$ cat src/rtl/gf_reduce81.sv
// gf_reduce81 -- sequential GF(2) reduction of a 2M-1 bit carry-less product
// modulo f(x) = x^M + r(x), using two fixed fold passes.
//
// Ports:
//   clk        rising-edge clock
//   rst        synchronous, active-high reset (discards any in-flight product)
//   in_valid   in_prod is valid
//   in_ready   stage can accept a product (IDLE only)
//   in_prod    unreduced product, bit i = coefficient of x^i
//   out_valid  out_res is valid; held until out_ready
//   out_ready  consumer accepts out_res
//   out_res    reduced residue, degree < M
//   busy       high in any state other than IDLE
module gf_reduce81 #(
    parameter int unsigned     M      = 81,
    parameter logic [M-1:0]    R_POLY = 'h11,
    parameter int unsigned     R_DEG  = 4
) (
    input  logic             clk,
    input  logic             rst,
    input  logic             in_valid,
    output logic             in_ready,
    input  logic [2*M-2:0]   in_prod,
    output logic             out_valid,
    input  logic             out_ready,
    output logic [M-1:0]     out_res,
    output logic             busy
);

    localparam int unsigned W = 2 * M - 1;

    localparam logic [1:0] IDLE  = 2'd0;
    localparam logic [1:0] FOLD1 = 2'd1;
    localparam logic [1:0] FOLD2 = 2'd2;
    localparam logic [1:0] DONE  = 2'd3;

    logic [1:0]   state_q,     state_d;
    logic [W-1:0] acc_q,       acc_d;
    logic [M-1:0] out_res_q,   out_res_d;
    logic         out_valid_q, out_valid_d;
    logic [W-1:0] fold_acc;

    // One fold: x mod f is congruent to l ^ h*r(x), because x^M == r(x) mod f.
    function automatic logic [W-1:0] fold(input logic [W-1:0] x);
        logic [M-2:0]       h;
        logic [M-1:0]       l;
        logic [M+R_DEG-2:0] hr;
        logic [W-1:0]       res;
        h  = x[W-1:M];
        l  = x[M-1:0];
        hr = '0;
        for (int unsigned j = 0; j <= R_DEG; j++) begin
            if (R_POLY[j]) begin
                hr = hr ^ ({{R_DEG{1'b0}}, h} << j);
            end
        end
        res                = '0;
        res[M+R_DEG-2:0]   = hr;
        res[M-1:0]         = res[M-1:0] ^ l;
        return res;
    endfunction

    always_comb begin
        fold_acc = fold(acc_q);
    end

    always_comb begin
        state_d     = state_q;
        acc_d       = acc_q;
        out_res_d   = out_res_q;
        out_valid_d = out_valid_q;
        case (state_q)
            IDLE: begin
                if (in_valid) begin
                    acc_d   = in_prod;
                    state_d = FOLD1;
                end
            end
            FOLD1: begin
                acc_d   = fold_acc;
                state_d = FOLD2;
            end
            FOLD2: begin
                out_res_d   = fold_acc[M-1:0];
                out_valid_d = 1'b1;
                state_d     = DONE;
            end
            DONE: begin
                if (out_ready) begin
                    out_valid_d = 1'b0;
                    state_d     = IDLE;
                end
            end
            default: begin
                state_d = IDLE;
            end
        endcase
    end

    always_ff @(posedge clk) begin
        if (rst) begin
            state_q     <= IDLE;
            acc_q       <= '0;
            out_res_q   <= '0;
            out_valid_q <= 1'b0;
        end else begin
            state_q     <= state_d;
            acc_q       <= acc_d;
            out_res_q   <= out_res_d;
            out_valid_q <= out_valid_d;
        end
    end

    // With 2*R_DEG < M the second fold must leave nothing above x^(M-1).
    always_ff @(posedge clk) begin
        if (!rst && state_q == FOLD2) begin
            assert (fold_acc[W-1:M] == '0);
        end
    end

    always_comb begin
        in_ready  = (state_q == IDLE);
        busy      = (state_q != IDLE);
        out_valid = out_valid_q;
        out_res   = out_res_q;
    end

endmodule

$ cat config.mk
export PLATFORM = sky130hd
export DESIGN_NAME = gf_reduce81
export DESIGN_NICKNAME = d
export VERILOG_FILES = /design/src/rtl/gf_reduce81.sv
export SDC_FILE = /design/constraint.sdc
export NUM_CORES = 1
export LEC_CHECK = 0
export CAP_MARGIN = 10
export CORE_UTILIZATION = 52
export DETAILED_ROUTE_END_ITERATION = 8
export PLACE_DENSITY = 0.88
export SYNTH_ARGS = -nofsm -noshare
export SYNTH_HDL_FRONTEND = slang
export SYNTH_SLANG_ARGS = --single-unit
$ cat constraint.sdc
create_clock -name clk -period 1.8 [get_ports clk]
set_input_delay 0.27 -clock clk [delete_from_list [all_inputs] [get_ports clk]]
set_output_delay 0.27 -clock clk [all_outputs]
set_load 0.02 [all_outputs]
After elaboration in Yosys (flattened, before gate mapping)

Cells that the tools add are included.

Bits in registers: 245
Logic and storage cells: 25

Eq/ne operators: 5
Mux-type cells: 7
Bitwise logic cells: 2
Reductions and logical operators: 7

Operators by type and width:

| kind                 | number |
|---|---|
| $pmux W161 S2        | 1 |
| $mux W161            | 1 |
| $xor A80 B84 Y84     | 1 |
| $xor A81 B81 Y81     | 1 |
| $pmux W2 S4          | 1 |
| $reduce_and A2 Y1    | 3 |
| $reduce_bool A2 Y1   | 3 |
| $eq A2 B2 Y1 const B | 2 |
| $mux W2              | 2 |
| $ne A2 B2 Y1 const B | 2 |
| $eq A2 B1 Y1 const B | 1 |
| $logic_not A2 Y1     | 1 |
| $pmux W1 S2          | 1 |
| $mux W1              | 1 |

Depth between registers and ports, before layout

Gate-level depths: netlist of the first run.

Depth in word-level cells: 3
Depth in mapped cells: 8
Depth with buffers taken out: 5

Worst setup path before layout of the first run

No wires, ideal clock.

Kind: register to register
Start point: register state_q[1]
End point: register acc_q[44]
Arrival: 1.697 ns
Required time: 1.719 ns
Slack: 0.022 ns
Stages on the path, launching flop included: 8
Path through: dfxtp_1 inv_1 ha_1 mux2_4 buf_6 buf_6 buf_6 a211oi_2

Cells in the longest elaborated chain, start to end: 3
Elaborated cells between the ends (all ways): 6
Those cells by class: eq/ne: 2; mux: 1; reduce/logical: 3

RTL lines:

| what                                                                | line | RTL |
|---|---|---|
| start, declared                                                     | 37   | `logic [1:0] state_q, state_d;` |
| start signal, assigned                                              | 107  | `state_q <= state_d;` |
| $logic_not A2 Y1 *                                                  | n/a  |  |
| named net in_ready                                                  | 22   | `output logic in_ready,` |
| $ne A2 B2 Y1 (no source line) or $reduce_bool A2 Y1 (tied branches) | n/a  |  |
| $reduce_and A2 Y1 (no source line)                                  | n/a  |  |
| end signal, assigned                                                | 103  | `acc_q <= '0;` |
| end signal, assigned                                                | 108  | `acc_q <= acc_d;` |
| end, declared                                                       | 38   | `logic [W-1:0] acc_q, acc_d;` |

The timed path passes the listed nets; every way through them passes the cells marked *.
A chain may end at the register's enable or synchronous reset.

Worst setup path in the final report of the first run

Start point: register out_res_q[36] (netlist: out_res[36])
End point: output out_res[36]

RTL lines:

| what                   | line | RTL |
|---|---|---|
| start, declared        | 39   | `logic [M-1:0] out_res_q, out_res_d;` |
| start signal, assigned | 109  | `out_res_q <= out_res_d;` |
| end, declared          | 26   | `output logic [M-1:0] out_res,` |

No word-level cell between the ends.

==> flow_summary.yaml, run 1 <==
outcome:
  outcome: "finished with violations"
  violations: "design-rule violations"
floorplan:
  core_area_um2: 22000
  start_util_pct: 53.7
  die_area_um2: 23300
  rows: 54
  die_h_um: 153
  ioPinCount: 249
  die_w_um: 153
layout:
  final_util_pct: 71.2
  final_area_um2: 15700
  nNetsFinal: 1552
  fillers: 1525
  drive_above_1_share_pct: 8.93
  syn_to_final_growth_pct: 32.7
  final-seq-area_um2: 4900
  multiInputGateArea_um2: 6510
sta:
  worst_pin_slew_ns: 0.474
  maxSlewHeadroom_pct: 68.4
  layout_setup_ws_ns: 0.0270
  fin_hold_ws_ns: 0.181
  fin_crit_ns: 1.77
  min_period_over_period_pct: 98.5
  final_max_slew_viol_count: 0
  finalHoldViolations: 0
  fmax_ghz: 0.564
  fin_skew_ns: 0.00718
  setup_viol: 0
grt:
  antenna_found_initial: 1
  grt_pass1_vias: 9307
  grt_pass1_wl_mm: 48.0
  grtUsageTotal_pct: 25.2
  grt_max_degree: 84
  grt.overflow.total: 0
critical_path:
  critPathLaunch: "out_res[36]"
  crit_buf_inv: 1
  rr_startpoint: "state_q[1]"
  crit_fanout: 2
  path_delay_family: "buffers and inverters"
  cp_data_arrival_time_ns: 1.50
  r2r_end: "acc_q[68]"
  slowest_delay_ns: 0.63
  slowest_stage: "clkdlybuf4s50_1"
  crit_end: "out_res[36]"
  worstPathCellList: "clkdlybuf4s50_1"
  r2r_slack_ns: 0.08
  crit_path_end_kind: "primary output"
  critical_path.startpoint_type: "register"
  rr_worst_depth: 7
  worst-path-stages: 1
  crit_required_ns: 1.53
  critPathKind: "register to primary output"
power:
  p_sw_share_pct: 36.4
  total_leakage_power_nw: 5.90
  vdd_drop_max_v: 0.000825
  comb_power_share_pct: 49.3
  switchingPower_mw: 10.1
  power.share.sequential_pct: 31.2
  p_int_mw: 17.6
  p_clk_share_pct: 19.5
  power.total_mw: 27.7
  powerDensity_nw_per_um2: 1770
placement:
  place.detailed.hpwl_mm: 20.3
  numPortBuffers: 248
  globalplace.congestion: 0.812
  pre_cts_ws_ns: 0.0616
  dpl_cell_area_um2: 14800
min_path:
  hold_path.class: "primary input to register"
clocking:
  cts_buffers: 25
  cts_tree: "built"
  clk_latency_ns: 0.51
  cts_root_buffer: "clkbuf_16"
  cts_buffer_depth: 3
  clkSinkCount: 245
  path_clk_slew_ns: 0.06
  htreeDepth: 1
synthesis:
  synth_edf_count: 0
  synth.most_common_cell: "dfxtp_1"
  syn_avg_cell_area_um2: 10.2
  synthCells: 1156
  synth_seq_cells: 245
  async_flop_share_pct: 0
  synth_top_area_cell: "dfxtp_1"
  yosysWarnings: 0
  yosysTopAreaCellShare_pct: 41.5
  netlist_area_um2: 11800
  synth_area_leaders: "dfxtp_1 (41%), xor3_1 (13%), mux2i_1 (11%)"
  synth_nets: 1326
  seq_area_frac_synth_pct: 41.5
  synth_ff_type: "dfxtp_1"
  yosysUniqueCellTypes: 31
  synth_commonest_cells: "dfxtp_1 (245), nor2_1 (148), mux2i_1 (129)"
job:
  cap_viol_max_count: 0
drt:
  post-route-drc-count: 13
  first_pass_iters: 9
  routedWlPerCell_um: 18.1
  ant_nets: 0
  drtIter0Drc: 528
  finalWirelength_mm: 30.4
  vias: 9375
  via_per_inst: 5.58
==> worst min path at each step <==
stage            startpoint           to  slack (ns)  depth (start not counted)
6_report                rst   out_res[6]        0.18                          2
5_1_grt                 rst   out_res[5]        0.18                          2
4_1_cts                 rst   out_res[5]        0.16                          2
3_5_place_dp    out_res[79]  out_res[79]        0.48                          2
3_3_place_gp    out_res[78]  out_res[78]        0.47                          2
2_1_floorplan  in_prod[100]   acc_q[100]        0.43                          2
==> cells in the final DEF, fill, tap and decap left out, drive strengths merged, types with 22 or more instances in the layout <==
cell type      netlist  layout
o21ai               22      22
a21oi               85      85
nor2b               24      24
nor2               148     148
nand3b              77      77
clkbuf              40      35
xor3                63      63
nand2               78      78
mux2i              130     130
dfxtp              245     245
clkdlybuf4s50        0     241
buf                 54      45
a211oi              72      72
==> cells by family (layout without fill, tap and decap cells) <==
group	count (synthesis)	after routing	synth area share [%]
mux	131	133	11.2
fa+ha+maj	5	5	0.529
buf+inv	111	353	4.32
other cells	0	1	0
xor+xnor	94	94	15.0
flops	245	245	41.5
compound gates	220	220	12.9
simple gates	350	350	14.6
==> what timing repair did <==
action,CTS,global route
endpoints found under the hold margin,0,0
buffers inserted,0,2
setup endpoints to repair,2,23
gates resized for setup,8,10
pin swaps,0,1
hold buffers,0,0
cloned,0,2
==> registers in the layout (all words and copies together) (netlist names) <==
| register | flops |
|---|---|
| state_q | 2 |
| out_valid | 1 |
| out_res | 81 |
| acc_q | 161 |
==> through the flow <==
step / cells / setup TNS [ns]
finish: 1681 / 0
CTS: 1676 / -0.00767
global placement: 1631 / 0
floorplan: 1156 / 0
global route: 1681 / -0.00988
detailed placement: 1631 / 0
==> per-layer routing <==
layer / global-route usage, % / routed length (µm)
met1: 32.8 / 13100
met3: 2.90 / 1510
met2: 43.5 / 14900
met5: 0 / 0
met4: 8.27 / 845
==> power groups by stage <==
stage          combinational, mW  clock, mW  sequential [mW]
2_1_floorplan               9.40          0             8.89
3_3_place_gp                12.9          0             8.63
3_5_place_dp                13.3          0             8.75
4_1_cts                     13.5       5.49             8.66
5_1_grt                     14.7       5.71             8.87
6_report                    13.7       5.42             8.66
==> cell type report <==
cell class,instances,share of cell area [%]
well taps,280,2.23
multi-input cells,802,41.5
clock inverters,11,1.01
clock buffers,34,4.40
diodes,1,0.0160
flip-flops and latches,245,31.3
inverters,17,0.407
repair buffers,291,19.2
No activity file was read; power rests on OpenSTA's default activity.
==> run 2, diff against run 1 <==
CAP_MARGIN = 20   (was 10)
==> results of run 2 <==
Final layout, timing and power as in run 1 (identical DEF).
